**src/rtl/store_merge_queue.sv**
```systemverilog
// store_merge_queue
//   M-stage store queue. Places byte/half/word stores on their memory byte lanes and
//   buffers them in a DEPTH-entry FIFO. A store to the same word as the newest entry is
//   folded into that entry. Entries drain to data memory over a valid/ready port.
//   ld_hit flags a load whose word is still queued.
// Ports
//   clk, reset                 clock; synchronous active-low reset
//   st_valid/st_ready          store handshake; st_addr/st_size/st_data describe the store
//   misalign_err               one-cycle pulse after an illegal store was accepted
//   mem_valid/mem_ready        drain handshake; mem_addr/mem_byteen/mem_wdata = head entry
//   ld_addr/ld_hit             load address in M stage / word is present in the queue
//   count                      number of occupied entries
module store_merge_queue #(
    parameter int DATA_W   = 32,
    parameter int ADDR_W   = 32,
    parameter int DEPTH    = 4,
    parameter int MERGE_EN = 1
) (
    input  logic                       clk,
    input  logic                       reset,
    input  logic                       st_valid,
    output logic                       st_ready,
    input  logic [ADDR_W-1:0]          st_addr,
    input  logic [1:0]                 st_size,
    input  logic [DATA_W-1:0]          st_data,
    output logic                       misalign_err,
    output logic                       mem_valid,
    input  logic                       mem_ready,
    output logic [ADDR_W-1:0]          mem_addr,
    output logic [DATA_W/8-1:0]        mem_byteen,
    output logic [DATA_W-1:0]          mem_wdata,
    input  logic [ADDR_W-1:0]          ld_addr,
    output logic                       ld_hit,
    output logic [$clog2(DEPTH):0]     count
);
    localparam int LANES = DATA_W / 8;
    localparam int LB    = $clog2(LANES);
    localparam int PW    = $clog2(DEPTH);
    localparam int WW    = ADDR_W - LB;
    localparam logic [PW:0] FULL = (PW+1)'(DEPTH);
    localparam logic [PW:0] TWO  = (PW+1)'(2);

    logic [WW-1:0]     word_q [DEPTH];
    logic [LANES-1:0]  be_q   [DEPTH];
    logic [DATA_W-1:0] data_q [DEPTH];

    logic [PW-1:0] head_q, head_d, tail_q, tail_d, tail_last;
    logic [PW:0]   count_q, count_d;
    logic          mis_q, mis_d;

    logic [LB-1:0]     lane;
    int                nb;
    logic              legal;
    logic [LANES-1:0]  al_be;
    logic [DATA_W-1:0] al_data;
    logic [DATA_W-1:0] merge_data;
    logic              merge_ok, accept, do_push, do_merge, do_pop;
    logic [PW-1:0]     offs;

    // Lane alignment: byte k of the store lands on lane (lane + k).
    always_comb begin
        lane    = st_addr[LB-1:0];
        nb      = 1 << st_size;
        legal   = (nb <= LANES) && ((int'(lane) & (nb - 1)) == 0);
        al_be   = '0;
        al_data = '0;
        for (int i = 0; i < LANES; i++) begin
            if (legal && i >= int'(lane) && i < int'(lane) + nb) begin
                al_be[i]          = 1'b1;
                al_data[8*i +: 8] = st_data[8*(i - int'(lane)) +: 8];
            end
        end
    end

    // tail_q points at the next free slot; the newest entry sits one behind it.
    assign tail_last = tail_q - 1'b1;

    // Merging needs at least two entries so the head never changes under mem_valid.
    assign merge_ok = (MERGE_EN != 0) && (count_q >= TWO) && legal
                      && (st_addr[ADDR_W-1:LB] == word_q[tail_last]);
    assign st_ready = (count_q != FULL) || merge_ok;
    assign accept   = st_valid && st_ready;
    assign do_merge = accept && merge_ok;
    assign do_push  = accept && legal && !merge_ok;
    assign do_pop   = mem_valid && mem_ready;

    always_comb begin
        merge_data = data_q[tail_last];
        for (int i = 0; i < LANES; i++) begin
            if (al_be[i]) merge_data[8*i +: 8] = al_data[8*i +: 8];
        end
    end

    always_comb begin
        head_d  = head_q;
        tail_d  = tail_q;
        count_d = count_q;
        mis_d   = accept && !legal;
        if (do_push) tail_d = tail_q + 1'b1;
        if (do_pop)  head_d = head_q + 1'b1;
        if (do_push && !do_pop)      count_d = count_q + 1'b1;
        else if (!do_push && do_pop) count_d = count_q - 1'b1;
    end

    always_ff @(posedge clk) begin
        if (!reset) begin
            head_q  <= '0;
            tail_q  <= '0;
            count_q <= '0;
            mis_q   <= 1'b0;
        end else begin
            head_q  <= head_d;
            tail_q  <= tail_d;
            count_q <= count_d;
            mis_q   <= mis_d;
        end
    end

    // Entry storage needs no reset: occupancy alone decides which slots are live.
    always_ff @(posedge clk) begin
        if (reset && do_push) begin
            word_q[tail_q] <= st_addr[ADDR_W-1:LB];
            be_q[tail_q]   <= al_be;
            data_q[tail_q] <= al_data;
        end
        if (reset && do_merge) begin
            be_q[tail_last]   <= be_q[tail_last] | al_be;
            data_q[tail_last] <= merge_data;
        end
    end

    always_comb begin
        ld_hit = 1'b0;
        offs   = '0;
        for (int i = 0; i < DEPTH; i++) begin
            offs = PW'(i) - head_q;
            if (({1'b0, offs} < count_q) && (word_q[i] == ld_addr[ADDR_W-1:LB]))
                ld_hit = 1'b1;
        end
    end

    assign mem_valid    = (count_q != '0);
    assign mem_addr     = mem_valid ? {word_q[head_q], {LB{1'b0}}} : '0;
    assign mem_byteen   = mem_valid ? be_q[head_q] : '0;
    assign mem_wdata    = mem_valid ? data_q[head_q] : '0;
    assign misalign_err = mis_q;
    assign count        = count_q;
endmodule

```
**config.mk**
```make
export PLATFORM = sky130hd
export DESIGN_NAME = store_merge_queue
export DESIGN_NICKNAME = d
export VERILOG_FILES = /design/src/rtl/store_merge_queue.sv
export SDC_FILE = /design/constraint.sdc
export NUM_CORES = 1
export LEC_CHECK = 0
export ABC_AREA = 1
export BUFFER_PORTS_ARGS = -buffer_cell sky130_fd_sc_hd__buf_2
export CORE_ASPECT_RATIO = 1.1
export CORE_UTILIZATION = 30
export DETAILED_ROUTE_END_ITERATION = 8
export PLACE_DENSITY = 0.49
export SYNTH_ARGS = -nofsm -noshare
export SYNTH_HDL_FRONTEND = slang
export SYNTH_SLANG_ARGS = --single-unit
```
**constraint.sdc**
```tcl
create_clock -name clk -period 11.3 [get_ports clk]
set_input_delay 1.695 -clock clk [delete_from_list [all_inputs] [get_ports clk]]
set_output_delay 1.695 -clock clk [all_outputs]
set_load 0.02 [all_outputs]
```
## Word level (Yosys, flattened, before mapping)

Memory sizes are Yosys's and may differ from the RTL's. A register that Yosys moved wholly into a read port is not among the register bits.
Cells that the tools add are included.

| storage, ports and cells | value |
|---|---|
| register bits after elaboration | 8 |
| logic and storage cells | 127 |
| bits of input ports | 102 |
| output and inout bits | 75 |
| bits in writable memories | 264 |
| memories kept | 3 |

Memories:

| name | words | bits a word | rd ports | clocked after Yosys merged registers in | write ports | line | source |
|---|---|---|---|---|---|---|---|
| data_q | 4 | 32 | 1 | 1 | 1 | 45 | `logic [DATA_W-1:0] data_q [DEPTH];` |
| word_q | 4 | 30 | 6 | 1 | 1 | 43 | `logic [WW-1:0] word_q [DEPTH];` |
| be_q | 4 | 4 | 2 | 1 | 1 | 44 | `logic [LANES-1:0] be_q [DEPTH];` |

| cells by class | value |
|---|---|
| eq/ne operators | 10 |
| $lt $le $gt $ge | 13 |
| add/subtract/negate cells | 15 |
| shifts and indexed selects | 5 |
| multiplexer cells | 37 |
| bitwise gates (word level) | 2 |
| reductions and logical operators | 38 |

Operator list:

| cell | number |
|---|---|
| $eq 30x30->1 | 5 |
| $shiftx 32x6->8 | 4 |
| $mux 32 | 3 |
| $lt 3x32->1 const A | 2 |
| $mux 8 | 8 |
| $add 3x32->32 | 1 |
| $and 3x32->32 | 1 |
| $le 32x4->1 const B | 1 |
| $logic_not 32->1 | 1 |
| $lt 1x32->1 const A | 1 |
| $lt 2x32->1 const A | 1 |
| $reduce_or 32->1 | 1 |
| $shl 1x2->32 const A | 1 |
| $sub 32x2->32 const B | 1 |
| $logic_and 1x1->1 | 24 |
| $mux 2 | 8 |
| $mux 1 | 13 |
| $lt 2x3->1 | 4 |
| $mux 4 | 3 |
| $reduce_and 2->1 | 4 |
| $mux 3 | 2 |
| $sub 1x2->3 const A | 2 |
| $sub 2x2->3 const A | 2 |
| $add 2x1->2 const B | 2 |
| 16 further kinds | 25 |

## Depth between registers and ports, before layout

Gate-level depths: netlist of run 1.

| logic depth | value |
|---|---|
| depth in word-level cells | 16 |
| mapped depth | 25 |
| gate-level depth less buffers | 21 |

## Least setup slack after synthesis of run 1

Ideal clock, no wire load.

| timing | value |
|---|---|
| path kind | input-to-output |
| start point | input port st_size[1] |
| end point | output port st_ready |
| stages | 12 |
| path buffers | 0 |
| arrival | 2.880 ns |
| data required time | 9.605 ns |
| path slack | 6.725 ns |
| path through | nor2_1 > inv_1 > ha_1 > nor2_1 > nand2_1 > nor2_1 > nand2_1 > nor2_1 > nand2_1 > nor2_2 > nand4_1 > nand2_1 |

| on the way | value |
|---|---|
| cells in the longest elaborated chain, start to end | 8 |
| elaborated cells on any way between the ends | 9 |
| classes of those cells | 1 x add/sub; 1 x order compare; 1 x shift; 1 x bitwise; 5 x reduce/logical |

RTL lines:

| item | line | source |
|---|---|---|
| from (decl) | 24 | `input logic [1:0] st_size,` |
| $shl 1x2->32 (*) | 63 | `nb = 1 << st_size;` |
| $sub 32x2->32 | 64 | `legal = (nb <= LANES) && ((int'(lane) & (nb - 1)) == 0);` |
| $and 3x32->32 | 64 |  |
| $logic_not 32->1 | 64 |  |
| $logic_and 1x1->1 (*) | 64 |  |
| $logic_and 1x1->1 (*) | 79 | `assign merge_ok = (MERGE_EN != 0) && (count_q >= TWO) && legal` |
| $logic_and 1x1->1 (*) | 80 | `&& (st_addr[ADDR_W-1:LB] == word_q[tail_last]);` |
| $logic_or 1x1->1 (*) | 81 | `assign st_ready = (count_q != FULL) \|\| merge_ok;` |
| to (decl) | 22 | `output logic st_ready,` |

Every way passes the cells marked *; elsewhere a longest branch is shown, timed or not.

==> reports/qor_table.md, run 1 <==
| Group | Item | This run |
| --- | --- | --- |
| cts | Clock transition time at the flip-flop clock pins of the worst setup and hold paths | 0.06 ns |
| timing | Clock period minus worst slack | 5.50 ns |
| synthesis | Post-synthesis instance area | 15,400 um2 |
| global route | First-pass GRT wire length | 77,400 um |
| die | Horiz. Die Dim | 218 um |
| synthesis | Number of register bits inferred by synthesis | 274 |
| global route | Remaining global-route overflow | 0 |
| detailed routing | Iteration-0 DRC count of the detailed router | 1,000 |
| synthesis | Post-synthesis instance total | 1,798 |
| timing | Total negative slack for setup checks | 0 ns |
| detailed routing | Post-detailed-route count of antenna-violating nets | 0 |
| die | I/O pin cnt | 177 |
| layout | Post-layout net count | 2,049 |
| critical path | Worst EP arrival | 3.81 ns |
| outcome | Run status | completed |
| die | Total number of placement rows | 86 |
| cts | Deepest level of the CTS H-tree | 2 |
| cts | Root buffer cell | clkbuf_16 |
| synthesis | Post-synthesis area per instance | 8.59 um2 |
| placement | Buffers added on ports | 172 |
| cts | Total clock sinks | 274 |
| global route | Initial antenna violation count | 6 |
| cts | Clock tree from TritonCTS | built |
| die | Core region area | 50,500 um2 |
| timing | Final setup violation count | 0 |
| timing | RSZ-0062 raised after global routing | no |
| placement | Detailed placer's ending HPWL | 35,400 um |
| detailed routing | Number of iterations in the first detailed-routing pass | 5 |
| cts | # Post-CTS Setup Buffers | 0 |
| global route | Combined global-route utilization of all metal layers | 19.9% |
| synthesis | Share of synthesized registers carrying an async set or reset | 0% |
| cts | # hold bufs at CTS | 0 |
| timing | Number of max-slew violations in the final report | 0 |
| detailed routing | Routed Wire Length | 52,300 um |
| synthesis | Number of enable flip-flop cells after synthesis | 264 |
| synthesis | Synthesis Warnings | 0 |
| critical path | Max Fanout on Critical Path | 73 |
| timing | Worst hold slack across all endpoints | 0.558 ns |
| cts | Total clock buffers created by CTS | 34 |
| run | Number of max-cap violations | 0 |
| layout | Post-route insts no fill | 2,617 |
| critical path | Path type of the worst setup path | register to primary output |
| critical path | Critical path capture point type | primary output |
| synthesis | Sequential-to-total area share from yosys stat | 52.6% |
| detailed routing | Vias after detailed routing | 13,100 |
| layout | Most frequent cells in the layout | nand2_1 (375), nor2_1 (335), edfxtp_1 (264) |
| critical path | Required time of the critical path | 9.61 ns |
| timing | Ratio of final minimum period to clock period | 48.7% |
| power | Static Leak | 7.11 nW |
| global route | Via count of the first global-routing pass | 12,600 |
| layout | Synth-to-Final Area Change | 16.0% |
| timing | Hold Fails Final Rpt | 0 |
| hold path | Min-Delay Path Class | register to register |
| layout | Share of final-layout standard cells stronger than drive strength 1 | 13.7% |
| die | Starting density of the core | 30.6% |
| timing | Least-Margin Pin Slew | 1.11 ns |
| layout | Fillers | 5,206 |
| detailed routing | Average vias per placed instance | 5.02 |
| layout | Commonest non-fill, non-tap cell in the layout | nand2_1 |
| timing | Upper clock frequency limit | 182 MHz |
| die | Area of the die | 52,400 um2 |
| detailed routing | Average detailed-routed wire length per instance | 20.0 um |
| critical path | CP startpoint kind | register |
| die | Die Y | 240 um |
| cts | Deepest clock path buffer count | 3 |
| synthesis | Primary FF master, synth | edfxtp_1 |
| timing | Worst clock skew on the final layout | 0.0273 ns |
| cts | Total of cells resized after clock tree synthesis | 0 |
| power | Worst IR Drop VDD | 0.152 mV |
| power | Cell Pwr Density | 207 nW/um2 |
| global route | Largest net degree at the start of global routing | 96 |
| placement | RD Place Congestion | 0.890 |
| synthesis | Yosys cell types | 43 |
| cts | Clock insertion delay at the later pin of the skew report | 0.55 ns |
| timing | Headroom to the max-slew limit | 25.9% |
| detailed routing | Detailed-route DRC error count | 0 |
| placement | DP Cell Count | 2,554 |
## sequential cells by signal (all words and copies together), names as in the netlist, named ones only
register and cells:
be_q 16, count 3, data_q 128, head_q 2
misalign_err 1, tail_q 2, word_q 120
## metal layers
layer | GRT usage, % | vias to the layer above | wire, um
met4 | 6.65 | 6 | 1400
met2 | 33.6 | 450 | 25200
li1 | - | 6364 | -
met3 | 4.36 | 90 | 3660
met1 | 25.0 | 6223 | 22100
met5 | 0 | - | 37
## cells in the mapped netlist (all sizes together) (3+ instances only)
cell / number / area (um2)
a21oi: 120 / 601
mux2i: 7 / 70.1
dfxtp: 10 / 200
inv: 110 / 413
nand2: 381 / 1450
clkbuf: 51 / 191
nand3b: 25 / 188
o21a: 16 / 120
o211ai: 11 / 82.6
nand4: 14 / 87.6
a32o: 3 / 30.0
edfxtp: 264 / 7930
o21ai: 162 / 811
nor2: 342 / 1290
buf: 38 / 230
xnor2: 37 / 324
o22ai: 5 / 31.3
xor2: 37 / 324
ha: 15 / 188
or2: 14 / 87.6
nor3: 9 / 45.0
nand3: 87 / 440
o2111ai: 4 / 35.0
a221oi: 9 / 78.8
nor4: 12 / 75.1
## through the flow
| step | total power (W) | area, um2 | utilization, % | setup slack, ns |
|---|---|---|---|---|
| 3_5_place_dp | 0.00268 | 16800 | 33.4 | 5.47 |
| 6_report | 0.00370 | 17900 | 35.5 | 5.80 |
| 5_1_grt | 0.00391 | 17900 | 35.5 | 5.62 |
| 3_3_place_gp | 0.00267 | 16800 | 33.4 | 5.48 |
| 2_1_floorplan | 0.00212 | 15400 | - | 6.73 |
| 4_1_cts | 0.00375 | 17900 | 35.5 | 5.69 |
## power by group
group	total (W)	internal, W	switching [W]
clock	0.00106	0.000623	0.000439
sequential	0.00119	0.00115	0.0000439
combinational	0.00145	0.000388	0.00106
## worst paths after layout
check,slack (ns),depth (start not counted),start,endpoint
setup / recovery,5.80,7,register,mem_addr[27]
hold / removal,0.56,2,head_q[0],register
setup reg to reg,6.69,17,tail_q[1],data_q[1][22]
hold reg to reg,0.56,2,head_q[0],register
## cell families after synthesis
kind of cell / synth area share, %
muxes: 0.454
DFF: 52.6
buffers and inverters: 5.45
and+or+nand+nor: 23.9
xor gates and xnor gates: 4.20
AOI/OAI and AO/OA: 11.9
adders and majority gates: 1.47
other: 0.0243
## area by class of cell
type | instances | area [um2] | area share, %
sequential | 274 | 8130 | 45.4
clock inverter | 20 | 195 | 1.09
timing repair buffer | 184 | 951 | 5.31
antenna | 4 | 10.0 | 0.0559
tap | 660 | 826 | 4.61
multi-input combinational | 1324 | 6500 | 36.3
inverter | 112 | 423 | 2.36
clock buffer | 39 | 870 | 4.85
## critical path: stages (launching register included)
cell	delay [ns]
dfxtp_2	0.31
buf_4	0.82
clkinv_2	0.68
buf_4	0.53
a21oi_1	0.18
o21ai_0	0.10
a21oi_1	0.38
buf_2	0.25
(Power assumes the default switching activity.)
==> inputs of run 2 (changes only) <==
clock period = 5.1 ns   (was 11.3 ns; I/O delays follow)
==> run 2 against run 1 <==
Effect of this change:
- first-iteration DRC count shrank 3.0%
- design area rose by 0.63%
- critical path depth up 5
- routed wire length is 0.30% higher
- sequential power rose by 120%
- sequential share of layout area is 0.28 points lower
- clock-buffer cell count fell by 4
- largest cell class unchanged
- die area is the same
==> reports/qor_table.md, run 2 (synthesis gave the netlist of run 1 again) <==
| Group | Item | This run |
| --- | --- | --- |
| timing | Setup ws final | 0.906 ns |
| die | I/O pin cnt | 177 |
| critical path | Worst EP arrival | 3.43 ns |
| power | Cell Pwr Density | 451 nW/um2 |
| power | Static Leak | 7.20 nW |
| layout | Most frequent cells in the layout | nand2_1 (375), nor2_1 (335), edfxtp_1 (264) |
| detailed routing | Number of iterations in the first detailed-routing pass | 6 |
| power | Internal power of the cells | 0.00471 W |
| detailed routing | Routed Wire Length | 52,500 um |
| global route | Initial antenna violation count | 7 |
| timing | Headroom to the max-slew limit | 23.5% |
| timing | Upper clock frequency limit | 238 MHz |
| layout | Register with the highest flop count | data_q |
| timing | Total negative slack for setup checks | 0 ns |
| outcome | Run status | completed |
| detailed routing | Iteration-0 DRC count of the detailed router | 970 |
| cts | Clock transition time at the flip-flop clock pins of the worst setup and hold paths | 0.06 ns |
| global route | First-pass GRT wire length | 77,300 um |
| cts | Deepest clock path buffer count | 3 |
| global route | Combined global-route utilization of all metal layers | 19.9% |
| layout | Flip-flop count of the largest register after layout | 128 |
| hold path | Worst Hold Depth | 2 |
| timing | Number of max-slew violations in the final report | 0 |
| run | Number of max-cap violations | 0 |
| timing | Final setup violation count | 0 |
| cts | Clock tree from TritonCTS | built |
| critical path | Critical path capture point type | primary output |
| timing | RSZ-0062 raised after global routing | no |
| critical path | Slowest cell on the critical path | buf_4 |
| detailed routing | Post-detailed-route count of antenna-violating nets | 0 |
| global route | Remaining global-route overflow | 0 |
| hold path | Min-Delay Path Class | primary input to register |
| critical path | Crit-path leading delay family | simple AND/OR/NAND/NOR gates |
| cts | Root buffer cell | clkbuf_16 |
| placement | Post-Place Worst Slack | 0.783 ns |
| die | Area of the die | 52,400 um2 |
| timing | Worst clock skew on the final layout | 0.0189 ns |
| critical path | Most Frequent Cell on Critical Path | nand2_1 |
| power | Power dissipated by switching net loads | 0.00342 W |
| cts | Total clock buffers created by CTS | 34 |
| die | Core region area | 50,500 um2 |
| critical path | Worst R2R Path Depth | 15 |
| critical path | Longest individual stage delay on the worst path | 0.54 ns |
| detailed routing | Vias after detailed routing | 13,200 |
| timing | Least-Margin Pin Slew | 1.14 ns |
| cts | # Post-CTS Setup Buffers | 0 |
| global route | Via count of the first global-routing pass | 12,500 |
| cts | Deepest level of the CTS H-tree | 2 |
| critical path | Critical path buffer and inverter count | 3 |
| placement | DP Cell Count | 2,573 |
| power | Combinational share of power | 39.8% |
| layout | Biggest regs | data_q x128, word_q x120, be_q x16 |
| layout | Share of final-layout standard cells stronger than drive strength 1 | 14.7% |
| cts | Total of cells resized after clock tree synthesis | 0 |
| global route | Largest net degree at the start of global routing | 90 |
| cts | Clock insertion delay at the later pin of the skew report | 0.54 ns |
| cts | # hold bufs at CTS | 0 |
| timing | Hold Fails Final Rpt | 0 |
| placement | Detailed placer's ending HPWL | 36,200 um |
| layout | Synth-to-Final Area Change | 16.7% |
| layout | Post-route insts no fill | 2,636 |
| cts | Total clock sinks | 274 |
| detailed routing | Average detailed-routed wire length per instance | 19.9 um |
| layout | Commonest non-fill, non-tap cell in the layout | nand2_1 |
| placement | Buffers added on ports | 172 |
| detailed routing | Average vias per placed instance | 5.01 |
| die | Starting density of the core | 30.6% |
| die | Total number of placement rows | 86 |
| power | Worst IR Drop VDD | 0.353 mV |
| critical path | Required time of the critical path | 4.34 ns |
| critical path | Max Fanout on Critical Path | 41 |
| critical path | Critical path cell sequence | inv_1, ha_1, buf_4, nand3_1, nand3b_1, nand2_1, nor2_1, nand2_1, nor2_1, nand4_1, nand2_1, buf_2 |
| timing | Worst hold slack across all endpoints | 0.442 ns |
| die | Die Y | 240 um |
| power | Switch share | 42.0% |
| critical path | Path type of the worst setup path | register to primary output |
| power | Proportion of power drawn by flip-flops and latches | 32.5% |
| placement | RD Place Congestion | 0.884 |
| timing | Ratio of final minimum period to clock period | 82.2% |
| critical path | Critical Path Stages | 12 |
| layout | Post-layout net count | 2,068 |
| die | Horiz. Die Dim | 218 um |
| power | Part of the total power dissipated in the clock network | 27.7% |
| critical path | CP startpoint kind | register |
| detailed routing | Detailed-route DRC error count | 0 |
| timing | Clock period minus worst slack | 4.19 ns |
## run 2: worst reg2reg max path, cell delays in order, from the launching register on
cell,delay (ns)
dfxtp_1,0.44
inv_1,0.15
ha_1,0.34
buf_4,0.54
nand3_1,0.24
nand2_1,0.10
nand2_1,0.08
nand2_1,0.12
nor2_1,0.06
nand2_1,0.06
nor2_1,0.06
nand4_1,0.16
nand2_1,0.14
inv_1,0.14
nand2_2,0.22
nor2_4,0.93
## run 2: per-stage QoR
stage / power, W / util (%) / instance area [um2]
finish: 0.00813 / 35.7 / 18000
floorplan: 0.00469 / - / 15400
global route: 0.00860 / 35.7 / 18000
CTS: 0.00825 / 35.7 / 18000
detailed placement: 0.00597 / 33.7 / 17000
global placement: 0.00596 / 33.7 / 17000
## run 2: power groups by stage
stage | Sequential (W) | Combinational [W] | Clock, W
detailed placement | 0.00269 | 0.00328 | 0
floorplan | 0.00264 | 0.00205 | 0
CTS | 0.00264 | 0.00329 | 0.00231
global placement | 0.00269 | 0.00327 | 0
global route | 0.00266 | 0.00356 | 0.00238
finish | 0.00264 | 0.00323 | 0.00225
## run 2: layout make-up
type,instances,area [um2]
Multi-Input combinational cell,1324,6500
Fill cell,5184,32400
Inverter,112,422
Timing Repair Buffer,203,1110
Clock buffer,35,855
Sequential cell,274,8130
Clock inverter,25,171
Tap cell,660,826
Antenna cell,3,7.51
## run 2: metal layers
layer	vias up	routed length [um]	GRT usage, %
met1	6258	22200	25.4
li1	6387	-	-
met5	-	78	0
met2	471	25600	34.2
met4	12	1010	5.62
met3	69	3580	3.66
## run 2: final timing paths
path,from,end,slack [ns]
max,tail_q[1],st_ready,0.91
min,mem_ready,register,0.44
min reg2reg,head_q[0],register,0.58
max reg2reg,tail_q[1],word_q[2][16],0.92
==> inputs of run 3 (changes only) <==
clock period = 4.1 ns   (was 5.1 ns; I/O delays follow)
==> run 3 against run 2 <==
Effect of this change:
- first-iteration DRC count decreased by 0.62%
- clock power increased by 26%
- via count decreased by 0.71%
- global-route usage increased by 0.11 points
- clock skew decreased by 0.0028 ns
- combinational power increased by 28%
- setup slack got worse by 0.73 ns
- clock-buffer cell count increased by 2
- non-clock buffer count increased by 13
- final cell count increased by 0.23%
- power increased by 25%
- utilization increased by 0.24 points
- critical path type unchanged
- largest cell class unchanged
- largest power group unchanged
==> reports/qor_table.md, run 3 (synthesis gave the netlist of run 1 again) <==
| Group | Item | This run |
| --- | --- | --- |
| outcome | Run status | completed |
| layout | Synth-to-Final Area Change | 17.5% |
| timing | Headroom to the max-slew limit | 32.9% |
| layout | Fraction of the core area covered by cells at the end of the flow | 36.0% |
| die | Horiz. Die Dim | 218 um |
| cts | # Post-CTS Setup Buffers | 0 |
| die | Total number of placement rows | 86 |
| power | Overall power of the completed layout | 0.0102 W |
| timing | Number of max-slew violations in the final report | 0 |
| layout | Flip-flop count of the largest register after layout | 128 |
| cts | Deepest level of the CTS H-tree | 2 |
| power | Static Leak | 7.27 nW |
| placement | Detailed placer's ending HPWL | 36,700 um |
| layout | Register with the highest flop count | data_q |
| layout | Fillers | 5,224 |
| detailed routing | Routed Wire Length | 52,500 um |
| placement | Buffers added on ports | 172 |
| critical path | Max Fanout on Critical Path | 19 |
| critical path | Worst EP arrival | 3.31 ns |
| layout | Share of final-layout standard cells stronger than drive strength 1 | 15.0% |
| layout | Biggest regs | data_q x128, word_q x120, be_q x16 |
| timing | Worst hold slack across all endpoints | 0.314 ns |
| detailed routing | Average vias per placed instance | 4.96 |
| hold path | Worst Hold Depth | 2 |
| global route | First-pass GRT wire length | 77,700 um |
| placement | Post-Place Worst Slack | 0.411 ns |
| critical path | CP startpoint kind | register |
| layout | Commonest non-fill, non-tap cell in the layout | nand2_1 |
| detailed routing | Vias after detailed routing | 13,100 |
| critical path | Path type of the worst setup path | register to primary output |
| timing | Upper clock frequency limit | 255 MHz |
| cts | Total clock buffers created by CTS | 34 |
| timing | RSZ-0062 raised after global routing | no |
| timing | Ratio of final minimum period to clock period | 95.7% |
| cts | Root buffer cell | clkbuf_16 |
| global route | Largest net degree at the start of global routing | 134 |
| die | Area of the die | 52,400 um2 |
| cts | Total of cells resized after clock tree synthesis | 0 |
| die | Core region area | 50,500 um2 |
| die | I/O pin cnt | 177 |
| critical path | Required time of the critical path | 3.48 ns |
| cts | # hold bufs at CTS | 0 |
| layout | Multi-input gate area in the final layout | 6500 um2 |
| detailed routing | Post-detailed-route count of antenna-violating nets | 0 |
| critical path | Worst R2R Path Depth | 16 |
| global route | Remaining global-route overflow | 0 |
| cts | Total clock sinks | 274 |
| power | Cell Pwr Density | 562 nW/um2 |
| layout | Most frequent cells in the layout | nand2_1 (375), nor2_1 (335), edfxtp_1 (264) |
| detailed routing | Iteration-0 DRC count of the detailed router | 964 |
| timing | Worst clock skew on the final layout | 0.0161 ns |
| layout | Post-layout net count | 2,081 |
| critical path | Critical path capture point type | primary output |
| cts | Clock insertion delay at the later pin of the skew report | 0.55 ns |
| global route | Combined global-route utilization of all metal layers | 20.0% |
| timing | Hold Fails Final Rpt | 0 |
| placement | RD Place Congestion | 0.895 |
| cts | Clock tree from TritonCTS | built |
| cts | Deepest clock path buffer count | 3 |
| global route | Initial antenna violation count | 4 |
| timing | Least-Margin Pin Slew | 1.01 ns |
| power | Worst IR Drop VDD | 0.401 mV |
| global route | Via count of the first global-routing pass | 12,600 |
| timing | Setup ws final | 0.178 ns |
| detailed routing | Average detailed-routed wire length per instance | 19.9 um |
| die | Starting density of the core | 30.6% |
| detailed routing | Detailed-route DRC error count | 0 |
| detailed routing | Number of iterations in the first detailed-routing pass | 5 |
| hold path | Min-Delay Path Class | primary input to register |
| timing | Clock period minus worst slack | 3.92 ns |
| run | Number of max-cap violations | 0 |
| timing | Final setup violation count | 0 |
| cts | Clock transition time at the flip-flop clock pins of the worst setup and hold paths | 0.06 ns |
| layout | Sequential cell area | 8130 um2 |
| die | Die Y | 240 um |
| timing | Total negative slack for setup checks | 0 ns |
==> run 3: layout make-up <==
class                      instances  area share, %
antenna                            1         0.0138
clock inverter                    18          0.855
timing repair buffer             216           6.84
sequential                       274           44.8
multi-input combinational       1324           35.8
tap                              660           4.55
clock buffer                      37           4.75
inverter                         112           2.33
==> run 3: metrics by stage <==
stage / cell area, um2 / std cells
6_report: 18100 / 2642
5_1_grt: 18100 / 2642
4_1_cts: 18100 / 2641
3_5_place_dp: 17100 / 2586
3_3_place_gp: 17100 / 2586
2_1_floorplan: 15400 / 1799
==> run 3: power by group <==
group          internal, W  leakage [nW]  switching (W)  total (W)
Clock              0.00164         0.494        0.00119    0.00283
Combinational      0.00115          4.26        0.00298    0.00413
Sequential         0.00316          2.51      0.0000737    0.00324
Total              0.00595          7.27        0.00425     0.0102
==> run 3: metal layers <==
layer	wire, um	track usage [%]	vias to the layer above
met2	25600	34.4	404
met5	44	0	-
met3	3120	3.58	69
met1	22600	25.5	6202
met4	1110	5.91	6
li1	-	-	6422
==> run 3: path summary, 6_finish.rpt <==
kind	startpoint	slack [ns]	endpoint
worst max-delay path	tail_q[1]	0.18	st_ready
worst min-delay path	mem_ready	0.31	register
worst max register to register	tail_q[1]	0.35	word_q[0][17]
worst min register to register	head_q[0]	0.58	register
==> run 3: worst max-delay path, cell delays in order, from the launching register on <==
cell and delay, ns:
dfxtp_1 0.43, inv_1 0.14, ha_1 0.39, buf_4 0.36
nand3_1 0.18, nand3b_1 0.21, inv_1 0.07, nor2_1 0.10
nand2_1 0.06, nor2_1 0.18, nand4_1 0.23, nand2_1 0.19
buf_2 0.21
